`src/rtl/systolic_pkg.sv`:
```
// rtl/systolic_pkg.sv - shared constants and arithmetic helpers for the systolic array
package systolic_pkg;

  localparam logic MODE_OS = 1'b0;
  localparam logic MODE_WS = 1'b1;

  localparam int DATA_WIDTH_DEF = 8;
  localparam int ACC_WIDTH_DEF  = 32;

  // Signed add of two values already sign-extended to 64 bits, judged against a
  // width-bit signed range (width must stay below 63). With saturate the result
  // clamps to the range limits; without it the caller truncates to width bits,
  // which yields the two's-complement wrap.
  function automatic longint sat_add(input longint a, input longint b, input int width,
                                     input logic saturate, output logic ovf);
    longint sum;
    longint max_v;
    longint min_v;
    sum   = a + b;
    max_v = (longint'(1) <<< (width - 1)) - longint'(1);
    min_v = -max_v - longint'(1);
    ovf   = (sum > max_v) || (sum < min_v);
    if (ovf && saturate) begin
      sum = (sum > max_v) ? max_v : min_v;
    end
    return sum;
  endfunction

endpackage

```
`src/rtl/pe_mult_stage.sv`:
```
// rtl/pe_mult_stage.sv - registered signed multiplier with valid/clear sideband
module pe_mult_stage
  import systolic_pkg::*;
#(
  parameter int DATA_WIDTH = DATA_WIDTH_DEF
) (
  input  logic                           clk_i,
  input  logic                           rst_ni,
  input  logic [DATA_WIDTH-1:0]          a_i,
  input  logic [DATA_WIDTH-1:0]          b_i,
  input  logic                           vld_i,
  input  logic                           clr_i,
  input  logic                           flush_i,
  output logic signed [2*DATA_WIDTH-1:0] p_o,
  output logic                           vld_o,
  output logic                           clr_o
);

  logic signed [2*DATA_WIDTH-1:0] a_ext;
  logic signed [2*DATA_WIDTH-1:0] b_ext;
  logic signed [2*DATA_WIDTH-1:0] prod;
  logic signed [2*DATA_WIDTH-1:0] p_q;
  logic                           vld_q;
  logic                           clr_q;

  // Both operands widened first so the low 2*DATA_WIDTH product bits are the exact signed product.
  always_comb begin
    a_ext = {{DATA_WIDTH{a_i[DATA_WIDTH-1]}}, a_i};
    b_ext = {{DATA_WIDTH{b_i[DATA_WIDTH-1]}}, b_i};
    prod  = a_ext * b_ext;
  end

  // Product register; a flush drops the beat in flight together with its clear flag.
  always_ff @(posedge clk_i or negedge rst_ni) begin
    if (!rst_ni) begin
      p_q   <= '0;
      vld_q <= 1'b0;
      clr_q <= 1'b0;
    end else begin
      p_q   <= prod;
      vld_q <= vld_i & ~flush_i;
      clr_q <= clr_i & ~flush_i;
    end
  end

  assign p_o   = p_q;
  assign vld_o = vld_q;
  assign clr_o = clr_q;

endmodule

```
`src/rtl/systolic_pe.sv`:
```
// rtl/systolic_pe.sv - systolic processing element with OS/WS dataflow and saturation
module systolic_pe
  import systolic_pkg::*;
#(
  parameter int   DATA_WIDTH = DATA_WIDTH_DEF,
  parameter int   ACC_WIDTH  = ACC_WIDTH_DEF,
  parameter logic SATURATE   = 1'b1
) (
  input  logic                  clk,
  input  logic                  rst_n,
  input  logic                  mode,
  input  logic [DATA_WIDTH-1:0] a_in,
  input  logic                  a_vld_in,
  input  logic                  clr_in,
  input  logic [DATA_WIDTH-1:0] b_in,
  input  logic                  b_vld_in,
  input  logic                  w_load,
  input  logic                  acc_load,
  input  logic                  acc_shift,
  input  logic [ACC_WIDTH-1:0]  psum_in,
  input  logic                  psum_vld_in,
  output logic [DATA_WIDTH-1:0] a_out,
  output logic [DATA_WIDTH-1:0] b_out,
  output logic                  a_vld_out,
  output logic                  b_vld_out,
  output logic                  clr_out,
  output logic [ACC_WIDTH-1:0]  psum_out,
  output logic                  psum_vld_out,
  output logic                  sat_flag
);

  logic [DATA_WIDTH-1:0]          a_q;
  logic [DATA_WIDTH-1:0]          b_q;
  logic                           a_vld_q;
  logic                           b_vld_q;
  logic                           clr_q;
  logic                           mode_q;
  logic [DATA_WIDTH-1:0]          w_q;
  logic signed [ACC_WIDTH-1:0]    psum_in_q;
  logic                           psum_vld_in_q;
  logic signed [ACC_WIDTH-1:0]    acc_q;
  logic signed [ACC_WIDTH-1:0]    acc_d;
  logic signed [ACC_WIDTH-1:0]    psum_q;
  logic signed [ACC_WIDTH-1:0]    psum_d;
  logic                           psum_vld_q;
  logic                           psum_vld_d;
  logic                           sat_q;
  logic                           sat_d;

  logic                           mode_chg;
  logic [DATA_WIDTH-1:0]          mult_b;
  logic                           mult_vld;
  logic signed [2*DATA_WIDTH-1:0] p;
  logic                           p_vld;
  logic                           p_clr;

  logic signed [63:0]             p_ext;
  logic signed [63:0]             os_base;
  logic signed [63:0]             os_sum_l;
  logic signed [63:0]             ws_addend;
  logic signed [63:0]             ws_sum_l;
  logic                           os_ovf;
  logic                           ws_ovf;
  logic signed [ACC_WIDTH-1:0]    os_sum;
  logic signed [ACC_WIDTH-1:0]    ws_sum;
  logic signed [ACC_WIDTH-1:0]    os_next;
  logic                           ws_vld;
  logic                           unused_hi;

  // Any edge of mode is seen for exactly one cycle, until mode_q catches up.
  assign mode_chg = mode ^ mode_q;
  assign mult_b   = (mode == MODE_WS) ? w_q : b_in;
  assign mult_vld = a_vld_in & ((mode == MODE_WS) | b_vld_in);

  pe_mult_stage #(
    .DATA_WIDTH (DATA_WIDTH)
  ) u_mult (
    .clk_i   (clk),
    .rst_ni  (rst_n),
    .a_i     (a_in),
    .b_i     (mult_b),
    .vld_i   (mult_vld),
    .clr_i   (clr_in),
    .flush_i (mode_chg),
    .p_o     (p),
    .vld_o   (p_vld),
    .clr_o   (p_clr)
  );

  // Operand forwarding, mode history, stationary weight and the WS psum stage aligned with the product.
  always_ff @(posedge clk or negedge rst_n) begin
    if (!rst_n) begin
      a_q           <= '0;
      b_q           <= '0;
      a_vld_q       <= 1'b0;
      b_vld_q       <= 1'b0;
      clr_q         <= 1'b0;
      mode_q        <= 1'b0;
      w_q           <= '0;
      psum_in_q     <= '0;
      psum_vld_in_q <= 1'b0;
    end else begin
      a_q           <= a_in;
      b_q           <= b_in;
      a_vld_q       <= a_vld_in;
      b_vld_q       <= b_vld_in;
      clr_q         <= clr_in;
      mode_q        <= mode;
      psum_in_q     <= psum_in;
      psum_vld_in_q <= psum_vld_in;
      if (w_load && b_vld_in) begin
        w_q <= b_in;
      end
    end
  end

  // Both datapath sums are formed every cycle; the stage-2 select below decides which one lands.
  always_comb begin
    p_ext     = longint'(p);
    os_base   = p_clr ? 64'sd0 : longint'(acc_q);
    os_ovf    = 1'b0;
    ws_ovf    = 1'b0;
    os_sum_l  = sat_add(os_base, p_ext, ACC_WIDTH, SATURATE, os_ovf);
    ws_addend = p_vld ? p_ext : 64'sd0;
    ws_sum_l  = sat_add(longint'(psum_in_q), ws_addend, ACC_WIDTH, SATURATE, ws_ovf);
    os_sum    = os_sum_l[ACC_WIDTH-1:0];
    ws_sum    = ws_sum_l[ACC_WIDTH-1:0];
    os_next   = p_vld ? os_sum : (p_clr ? '0 : acc_q);
    ws_vld    = p_vld & psum_vld_in_q;
    unused_hi = ^{os_sum_l[63:ACC_WIDTH], ws_sum_l[63:ACC_WIDTH]};
  end

  // Stage 2: accumulate/drain in OS, stream the partial sum in WS, flush on a mode edge.
  always_comb begin
    acc_d      = acc_q;
    psum_d     = psum_q;
    psum_vld_d = 1'b0;
    sat_d      = sat_q;
    if (mode_chg) begin
      acc_d = '0;
    end else if (mode == MODE_OS) begin
      acc_d = os_next;
      // A beat that overflows while being cleared or unloaded still reports its overflow.
      sat_d = ((p_clr | acc_load) ? 1'b0 : sat_q) | (p_vld & os_ovf);
      if (acc_load) begin
        psum_d     = os_next;
        psum_vld_d = 1'b1;
        acc_d      = '0;
      end else if (acc_shift) begin
        psum_d     = psum_in;
        psum_vld_d = psum_vld_in;
      end
    end else begin
      psum_d     = ws_sum;
      psum_vld_d = ws_vld;
      sat_d      = sat_q | (ws_vld & ws_ovf);
    end
  end

  // Stage-2 state registers.
  always_ff @(posedge clk or negedge rst_n) begin
    if (!rst_n) begin
      acc_q      <= '0;
      psum_q     <= '0;
      psum_vld_q <= 1'b0;
      sat_q      <= 1'b0;
    end else begin
      acc_q      <= acc_d;
      psum_q     <= psum_d;
      psum_vld_q <= psum_vld_d;
      sat_q      <= sat_d;
    end
  end

  assign a_out        = a_q;
  assign b_out        = b_q;
  assign a_vld_out    = a_vld_q;
  assign b_vld_out    = b_vld_q;
  assign clr_out      = clr_q;
  assign psum_out     = psum_q;
  assign psum_vld_out = psum_vld_q;
  assign sat_flag     = sat_q;

endmodule

```
`config.mk`:
```
export PLATFORM = sky130hd
export DESIGN_NAME = systolic_pe
export DESIGN_NICKNAME = d
export VERILOG_FILES = /design/src/rtl/systolic_pkg.sv /design/src/rtl/pe_mult_stage.sv /design/src/rtl/systolic_pe.sv
export SDC_FILE = /design/constraint.sdc
export NUM_CORES = 1
export LEC_CHECK = 0
export BUFFER_PORTS_ARGS = -buffer_cell sky130_fd_sc_hd__buf_4
export CORE_MARGIN = 2
export CORE_UTILIZATION = 35
export DETAILED_ROUTE_END_ITERATION = 16
export PLACE_DENSITY = 0.6
export SETUP_SLACK_MARGIN = 0.4
export SYNTH_ARGS = -nofsm -noshare
export SYNTH_HDL_FRONTEND = slang
export SYNTH_SLANG_ARGS = --single-unit
export TNS_END_PERCENT = 30
```
`constraint.sdc`:
```
create_clock -name clk -period 5.2 [get_ports clk]
set_clock_uncertainty 0.15 [all_clocks]
set_input_delay 1.04 -clock clk [delete_from_list [all_inputs] [get_ports clk]]
set_output_delay 1.04 -clock clk [all_outputs]
set_load 0.02 [all_outputs]
```
## Word-level counts from Yosys, hierarchy flattened

Index checks and enable logic that the tools add are counted.

| word-level totals | value |
|---|---|
| register bits | 145 |
| input port bits | 58 |
| output and inout port bits | 53 |
| logic and storage cells | 62 |

| cells by class | value |
|---|---|
| add/subtract/negate cells | 2 |
| $mul | 1 |
| magnitude comparators | 4 |
| equality and inequality tests | 1 |
| mux-type cells | 21 |
| bitwise gates (word level) | 12 |
| reductions and logical operators | 5 |

Operators with widths:

| kind | count |
|---|---|
| $mux W32 | 12 |
| $gt A64 B32 Y1 const B | 2 |
| $lt A64 B32 Y1 const B | 2 |
| $mux W64 | 2 |
| $add A32 B64 Y64 | 1 |
| $add A64 B16 Y64 | 1 |
| $mul A8 B8 Y16 | 1 |
| $mux W8 | 1 |
| $and A1 B1 Y1 | 6 |
| $mux W1 | 6 |
| $or A1 B1 Y1 | 4 |
| $reduce_bool A3 Y1 | 1 |
| $logic_or A1 B1 Y1 | 2 |
| $ne A2 B1 Y1 const B | 1 |
| $reduce_and A2 Y1 | 1 |
| $logic_and A1 B1 Y1 | 1 |
| $not A1 Y1 | 1 |
| $xor A1 B1 Y1 | 1 |

## Depth between registers and ports, before layout

Gate-level depths: netlist of the first run.

| logic depth | value |
|---|---|
| depth in word-level cells | 9 |
| depth in mapped cells | 21 |
| depth with buffers taken out | 20 |

## Cells and area by module

From an unflattened synthesis of the first run, not the netlist that was laid out.

| second synthesis, totals | value |
|---|---|
| cells, all modules | 1378 |
| area, all modules | 12378.1 µm² |

By module, submodules not included:

| module | times used | cells an instance | area an instance (µm²) | sequential area each (µm²) |
|---|---|---|---|---|
| systolic_pe | 1 | 1070 | 9361.5 | 3178.0 |
| pe_mult_stage | 1 | 308 | 3016.6 | 450.4 |

## Least setup slack after synthesis of the first run

Ideal clock, no wire load.

| timing | value |
|---|---|
| kind | input to register |
| start point | in mode |
| end point | reg u_mult.p_q[14], in the netlist u_mult.p_o[14] |
| library setup time | 69 ps |
| arrival | 5654 ps |
| required time | 4981 ps |
| slack | -672 ps |
| stages | 18 |
| buffers on the path | 1 |
| cells stage by stage | clkbuf_1 > mux2i_1 > nor2b_1 > fa_1 > inv_1 > fa_1 > inv_1 > fa_1 > fa_1 > ha_1 > o21ai_0 > a21boi_0 > o21ai_0 > a21boi_0 > o21ai_0 > a21boi_0 > or4_1 > nand3_1 |

| on the way | value |
|---|---|
| word-level cells in the longest chain between the ends | 2 |

RTL lines:

| element | line | source |
|---|---|---|
| from (decl) | systolic_pe.sv:11 | `input logic mode,` |
| $mux W8 | systolic_pe.sv:72 | `assign mult_b = (mode == MODE_WS) ? w_q : b_in;` |
| $mul A8 B8 Y16 | pe_mult_stage.sv:30 | `prod = a_ext * b_ext;` |
| named net u_mult.prod[14] | pe_mult_stage.sv:21 | `logic signed [2*DATA_WIDTH-1:0] prod;` |
| to (signal assigned) | pe_mult_stage.sv:40 | `p_q <= prod;` |
| to (decl) | pe_mult_stage.sv:22 | `logic signed [2*DATA_WIDTH-1:0] p_q;` |

The timed path passes the listed nets, and every way through them passes these cells.
A chain may end at the register's enable or synchronous reset.

## Worst setup path after layout of the first run

Ends and elaborated chain as after synthesis.

==> key figures, run 1 <==
Critical path
  • Arr. time, crit path: between 5000 and 6000 ps
  • Slowest-stage cell, CP: fa_1
  • CP required: roughly 5400 ps
  • Most frequent CP cell: fa_1
  • Crit path max fanout: 8
  • Crit Path Category: in2reg
  • Crit. End Element: flop
  • Critical Path Max Stage Delay: 560 ps
  • Critical Path Source Type: input pin
  • Cell Chain, Critical Path: buf_12 > mux2_4 > and2_4 > fa_1 > inv_1 > fa_1 > inv_1 > fa_1 > fa_1 > ha_4 > nor2b_2 > o21ai_2 > a21boi_2 > o21ai_2 > a21boi_2 > o21ai_2 > a21boi_2 > or4_1 > nand3_1

Power and ir drop
  • Internal power: roughly 3.9 mW
  • Clock power share: 17.9%
  • Power per Cell Area: 472 nW/um2
  • Tot Pwr: 6.94 mW
  • Sequential Power Share: 21.3%
  • Worst vdd ir: 0.313 mV
  • P_leak: 6.75 nW
  • Combinational fraction of design power: 60.8%
  • Sw frac: 43.6%
  • Net Sw Power: roughly 3.0 mW

GRT
  • First-pass GRT wire length: roughly 58000 um
  • Grt ovf: 0
  • Initial antenna violation count: 0
  • All-Layer GR Usage: between 20 and 25%
  • Vias in the first global route: approximately 11000
  • Largest net degree at the start of global routing: 82

Timing
  • Slew headroom: 34.3%
  • Max-slew violation count: 0
  • Fmax: 201 MHz
  • Final worst-path cycle share: 95.7%
  • RSZ-0062 raised after global routing: yes
  • Final setup fails: 0
  • Actual slew at the worst max-slew pin: 986 ps
  • Fin. Hold Viols: 0
  • Hold WS: 319 ps
  • Final min period: just under 5000 ps

Run
  • Number of max-cap violations: 0

Floorplan
  • Initial core utilization: approximately a third
  • Core ar.: about 34000 um2
  • FP Rows: 68
  • Die H: 190 um
  • IO Pins: between 100 and 150
  • Die width: 190 um
  • Die ar.: 36100 um2

Synthesis
  • Post-synth EDFFs: 0
  • Top cell type's share of synthesized area: between 20% and 30%
  • Yosys cell types: about 70
  • Sequential fraction of the synthesis area: 30.0%
  • Asr flop ratio synth: between 90% and 100%
  • Yosys reg bits: 145
  • Syn nets: roughly 1600
  • Cell taking the most area after synthesis: dfrtp_1
  • Mapped Cells: 1346
  • Synthesized area per cell: approximately 9.0 um2
  • Synth Flop Type: dfrtp_1
  • YS warnings: 0
  • Synth area leaders: dfrtp_1, fa_1, ha_1
  • Mapped cell area: 12100 um2

Place
  • # port buffers: 110
  • RePlAce Congestion: 0.933
  • HPWL Detailed: 28400 um

Clock network
  • CTS tree: done
  • Clk_lat worst skew: around 440 ps
  • Clock buffer depth: 2
  • Root buffer selected by CTS: clkbuf_16
  • CTS clk-pin slew, worst paths: 60 ps
  • H-tree depth: 4
  • Num Clock Sinks: about 150
  • TritonCTS Buffers: 17

Drt
  • Post-Route WL: between 30000 and 40000 um
  • DRT iter0 DRCs: between 700 and 800
  • Drt first pass iters: 5
  • DRC: 0
  • Vias per cell: 5.55
  • Routed Antenna Nets: 0
  • Routed vias: approximately 11000
  • DR WL/cell: 18.8 um

Outcome
  • Status: complete, no violations

Cells and area
  • Nets: 1705
  • Layout cells sized above 1: 20.3%
  • Ant diodes: 0
  • Synth-to-layout area growth: 21.6%

Worst hold path
  • Hold WC Path Type: reg2reg
==> power groups by stage <==
stage                     registers [mW]  clock network, mW  logic, mW
final                               1.48               1.24       4.22
after global routing                1.49               1.32       4.66
after CTS                           1.47               1.26       4.07
after detailed placement            1.49                  0       3.97
after global placement              1.50                  0       3.93
after floorplan                     1.54                  0       2.68
==> worst max-delay path, delay by kind of cell <==
family	cells	cell delay, ps
AO/OA/AOI/OAI	6	770
adder cells (fa/ha/maj)	5	2000
multiplexers	1	330
buffers and inverters	3	280
AND/OR/NAND/NOR	4	770
==> Yosys cell counts (21+ instances only) <==
library cell / instances
nor2b_1: 55
nand2_1: 147
o21ai_0: 71
and2_1: 40
o22ai_1: 25
inv_1: 94
a21oi_1: 85
nor2_1: 86
xor2_1: 24
xnor2_1: 41
fa_1: 59
clkbuf_1: 47
o221ai_1: 21
o211ai_1: 25
dfrtp_1: 145
a211oi_1: 21
ha_1: 94
==> metrics by stage <==
step	util (%)	setup TNS, ps	setup WS, ps	cell area [um2]	instances
CTS	42.4	0	249	14500	1955
finish	42.9	0	225	14700	1962
floorplan	-	-144	-95.7	12200	1346
detailed placement	40.4	-1560	-421	13900	1920
global route	42.9	0	61.7	14700	1962
global placement	40.4	-1310	-363	13900	1920
==> placed cells by master, fill, tap and decap left out, types with 16 or more instances in the layout <==
master	count
xor2_1	24
nor2b_1	40
buf_4	182
o31ai_1	16
inv_1	92
nand3_1	16
xnor2_1	41
nor3_1	18
o21ai_0	66
a21o_1	18
o211ai_1	25
o221ai_1	21
a211oi_1	20
o22ai_1	25
and2_1	38
nor2_1	86
dfrtp_1	145
a21oi_1	81
fa_1	57
a32o_1	18
ha_1	86
clkbuf_16	17
nand2_1	147
==> worst paths after layout <==
| check | slack, ps | to | from | depth (start not counted) |
|---|---|---|---|---|
| worst max-delay path | 230 | u_mult.p_o[14]$_DFF_PN0_ | mode | 19 |
| worst min-delay path | 320 | acc_q[7]$_DFFE_PN0P_ | acc_q[7]$_DFFE_PN0P_ | 2 |
| worst max register to register | 540 | psum_out[28]$_DFFE_PN0P_ | u_mult.clr_o$_DFF_PN0_ | 13 |
| worst min register to register | 320 | acc_q[7]$_DFFE_PN0P_ | acc_q[7]$_DFFE_PN0P_ | 2 |
| max in group asynchronous | 3320 | acc_q[22]$_DFFE_PN0P_ | rst_n | 2 |
| min in group asynchronous | 500 | b_vld_out$_DFF_PN0_ | rst_n | 1 |
==> sequential cells by signal, indices dropped and copies added (netlist names), 8 cells and up <==
| name | flops |
|---|---|
| a_out | 8 |
| acc_q | 32 |
| b_out | 8 |
| psum_in_q | 32 |
| psum_out | 32 |
| u_mult.p_o | 16 |
| w_q | 8 |
==> cell type report <==
cell class                 instances  area [um2]
fill                            3306       19600
clock inverter                    14         145
clock buffer                      18         439
multi-input combinational       1049        8130
inverter                          94         353
sequential                       145        3630
tap                              455         569
timing repair buffer             187        1440
==> routing by layer <==
layer | GRT usage, % | vias up | wire (um)
li1 | - | 5118 | -
met1 | 29.5 | 5352 | 17200
met2 | 31.4 | 372 | 16700
met3 | 2.40 | 49 | 2150
met4 | 6.41 | 0 | 802
met5 | 0 | - | 0
==> logic make-up after synthesis <==
logic type / after synthesis / share of synthesized area, %
buf+inv: 152 / 4.95
mux: 19 / 1.72
simple gates: 418 / 16.6
flops: 145 / 30.0
fa+ha+maj: 153 / 19.5
compound gates: 394 / 22.6
xor+xnor: 65 / 4.71
==> timing repair <==
action                     CTS  global route
setup buffers                3             7
pin swaps                   13            13
setup endpoints to repair   31            38
resized for setup           18            39
hold buffers                 0             0
Power figures use the tool's default switching activity.
==> inputs of run 2 (changes only) <==
Settings changed: CTS_BUF_LIST set to sky130_fd_sc_hd__clkbuf_8.
==> run 2 against run 1 <==
  * Via count is 0.74% higher
  * Worst setup slack better by 69 ps
  * Clock-buffer cell count stayed put
  * Sequential share of layout area hardly changed
==> key figures, run 2 (same netlist as run 1, synthesis figures left out) <==
Outcome
  • Status: complete, no violations

Run
  • Number of max-cap violations: 0

Timing
  • Final setup fails: 0
  • Max-slew violation count: 0
  • Final worst-path cycle share: a little over nine tenths
  • RSZ-0062 raised after global routing: yes
  • Fin. Hold Viols: 0
  • Fmax: 204 MHz
  • Final min period: 4910 ps
  • Fin Setup TNS: 0 ps
  • Final worst slack: 294 ps
  • Actual slew at the worst max-slew pin: between 900 and 1000 ps
  • Slew headroom: 33.4%

Floorplan
  • FP Rows: 68
  • Die ar.: 36100 um2
  • Initial core utilization: 35.3%
  • Die H: 190 um
  • IO Pins: 111
  • Die width: approximately 190 um
  • Core ar.: 34300 um2

Drt
  • Post-Route WL: 37200 um
  • Metal-1 WL: approximately 17000 um
  • Routed vias: between 10000 and 15000
  • Met3 wire length: 2370 um
  • Uppermost layer routed: met4
  • Wire length on met2: 16800 um
  • Routed Antenna Nets: 0
  • DRT iter0 DRCs: 707
  • Drt first pass iters: 5
  • DRC: 0
  • DR WL/cell: 18.8 um
  • Vias per cell: 5.54

Power and ir drop
  • Tot Pwr: 6.76 mW
  • Clock power share: 13.6%
  • P_leak: 6.78 nW
  • Worst vdd ir: 0.336 mV
  • Sequential Power Share: 21.8%
  • Combinational fraction of design power: between 60 and 70%
  • Sw frac: between 40 and 50%
  • Power per Cell Area: roughly 460 nW/um2
  • Net Sw Power: around 3.0 mW
  • Internal power: 3.73 mW

Place
  • RePlAce Congestion: 0.933
  • Post-placement cell count: 1920
  • Place WS: -421 ps
  • Area after DPL: about 14000 um2
  • HPWL Detailed: 28400 um
  • # port buffers: 110

Critical path
  • Crit. End Element: flop
  • Cell Chain, Critical Path: buf_12 > buf_4 > mux2_4 > buf_4 > nand2_1 > fa_1 > inv_1 > fa_1 > fa_1 > fa_1 > ha_4 > a21boi_2 > o21ai_2 > a21boi_2 > o21ai_1 > a21boi_1 > or4_1 > nand3_1
  • Crit Path Category: in2reg
  • Slowest-stage cell, CP: fa_1
  • Reg-to-reg startpoint: u_mult.clr_o$_DFF_PN0_
  • Most frequent CP cell: fa_1
  • Dominant delay contributor by cell family on the critical path: adder cells
  • Reg2reg path depth: 13
  • R2R setup slack: about 430 ps
  • CP required: 5470 ps
  • Arr. time, crit path: 5170 ps
  • CP Buf/Inv Count: 4
  • Critical Path Source Type: input pin
  • Critical Path Max Stage Delay: between 500 and 600 ps
  • Reg2reg end: psum_out[28]$_DFFE_PN0P_
  • Crit path max fanout: 8

GRT
  • Grt ovf: 0
  • Vias in the first global route: 10700
  • Initial antenna violation count: 0
  • Largest net degree at the start of global routing: 82
  • All-Layer GR Usage: 20.4%
  • First-pass GRT wire length: 58100 um

Cells and area
  • Synth-to-layout area growth: 21.5%
  • Layout cells sized above 1: 21.4%
  • Post-layout instance area: between 10000 and 15000 um2
  • Ant diodes: 0
  • Most common cell after layout, fill and taps aside: buf_4
  • Non-filler cells, final: 1980
  • Most frequent cells in the layout: buf_4, nand2_1, dfrtp_1, inv_1, ha_1
  • Nets: about 1700

Worst hold path
  • Hold WC Path Type: reg2reg
  • Worst hold path startpoint: acc_q[4]$_DFFE_PN0P_
  • Hold Path Sink: acc_q[4]$_DFFE_PN0P_
  • Hold depth: 2

Clock network
  • Root buffer selected by CTS: clkbuf_8
  • CTS clk-pin slew, worst paths: 80 ps
  • H-tree depth: 4
  • Clk_lat worst skew: 490 ps
  • CTS tree: done
  • Clock buffer depth: 2
  • TritonCTS Buffers: 17
  • Num Clock Sinks: 145
## run 2: worst reg2reg max path, stage by stage, from the launching register on
cell	delay [ps]
dfrtp_1	420
buf_12	180
nor2b_1	440
ha_1	400
a21oi_1	220
o21ai_0	170
a211oi_4	260
nor4_1	110
or3_1	350
fa_1	520
o41a_1	500
or2_2	460
a21o_1	230
a32o_1	250
## run 2: timing repair
item	4_1_cts	5_1_grt
gates resized for setup	31	36
setup endpoints to repair	31	38
hold buffers	0	0
setup buffers	20	8
endpoints found under the hold margin	0	0
pin swaps	33	23
## run 2: power groups by stage
stage | Sequential (mW) | Clock (mW) | Combinational, mW
5_1_grt | 1.49 | 0.993 | 4.82
3_3_place_gp | 1.50 | 0 | 3.93
2_1_floorplan | 1.54 | 0 | 2.68
3_5_place_dp | 1.49 | 0 | 3.97
6_report | 1.47 | 0.919 | 4.36
4_1_cts | 1.47 | 0.942 | 4.16
## run 2: cell type report
cell class                      instances  area [um2]
Fill cell                            3308       19600
Multi-Input combinational cell       1049        8130
Sequential cell                       145        3630
Timing Repair Buffer                  205        1620
Tap cell                              455         569
Inverter                               94         353
Clock buffer                           18         248
Clock inverter                         14         145
## run 2: how the worst max path moves through the flow
stage          startpoint                       end  slack, ps  cells past startpoint
3_3_place_gp         mode  u_mult.p_o[14]$_DFF_PN0_       -360                     19
5_1_grt              mode  u_mult.p_o[14]$_DFF_PN0_        180                     18
6_report             mode  u_mult.p_o[14]$_DFF_PN0_        290                     18
3_5_place_dp         mode  u_mult.p_o[14]$_DFF_PN0_       -420                     19
4_1_cts              mode  u_mult.p_o[14]$_DFF_PN0_        290                     21
2_1_floorplan        mode  u_mult.p_o[14]$_DFF_PN0_       -100                     19
## run 2: layer usage
| layer | vias to the layer above | global-route usage (%) |
|---|---|---|
| li1 | 5154 | - |
| met1 | 5361 | 29.6 |
| met2 | 398 | 31.6 |
| met3 | 59 | 2.32 |
| met4 | 0 | 6.74 |
| met5 | - | 0 |
## run 2: through the flow
stage	utilization [%]	hold WS, ps
detailed placement	40.4	305
floorplan	-	289
finish	42.8	323
global route	42.8	352
CTS	42.3	326
global placement	40.4	300
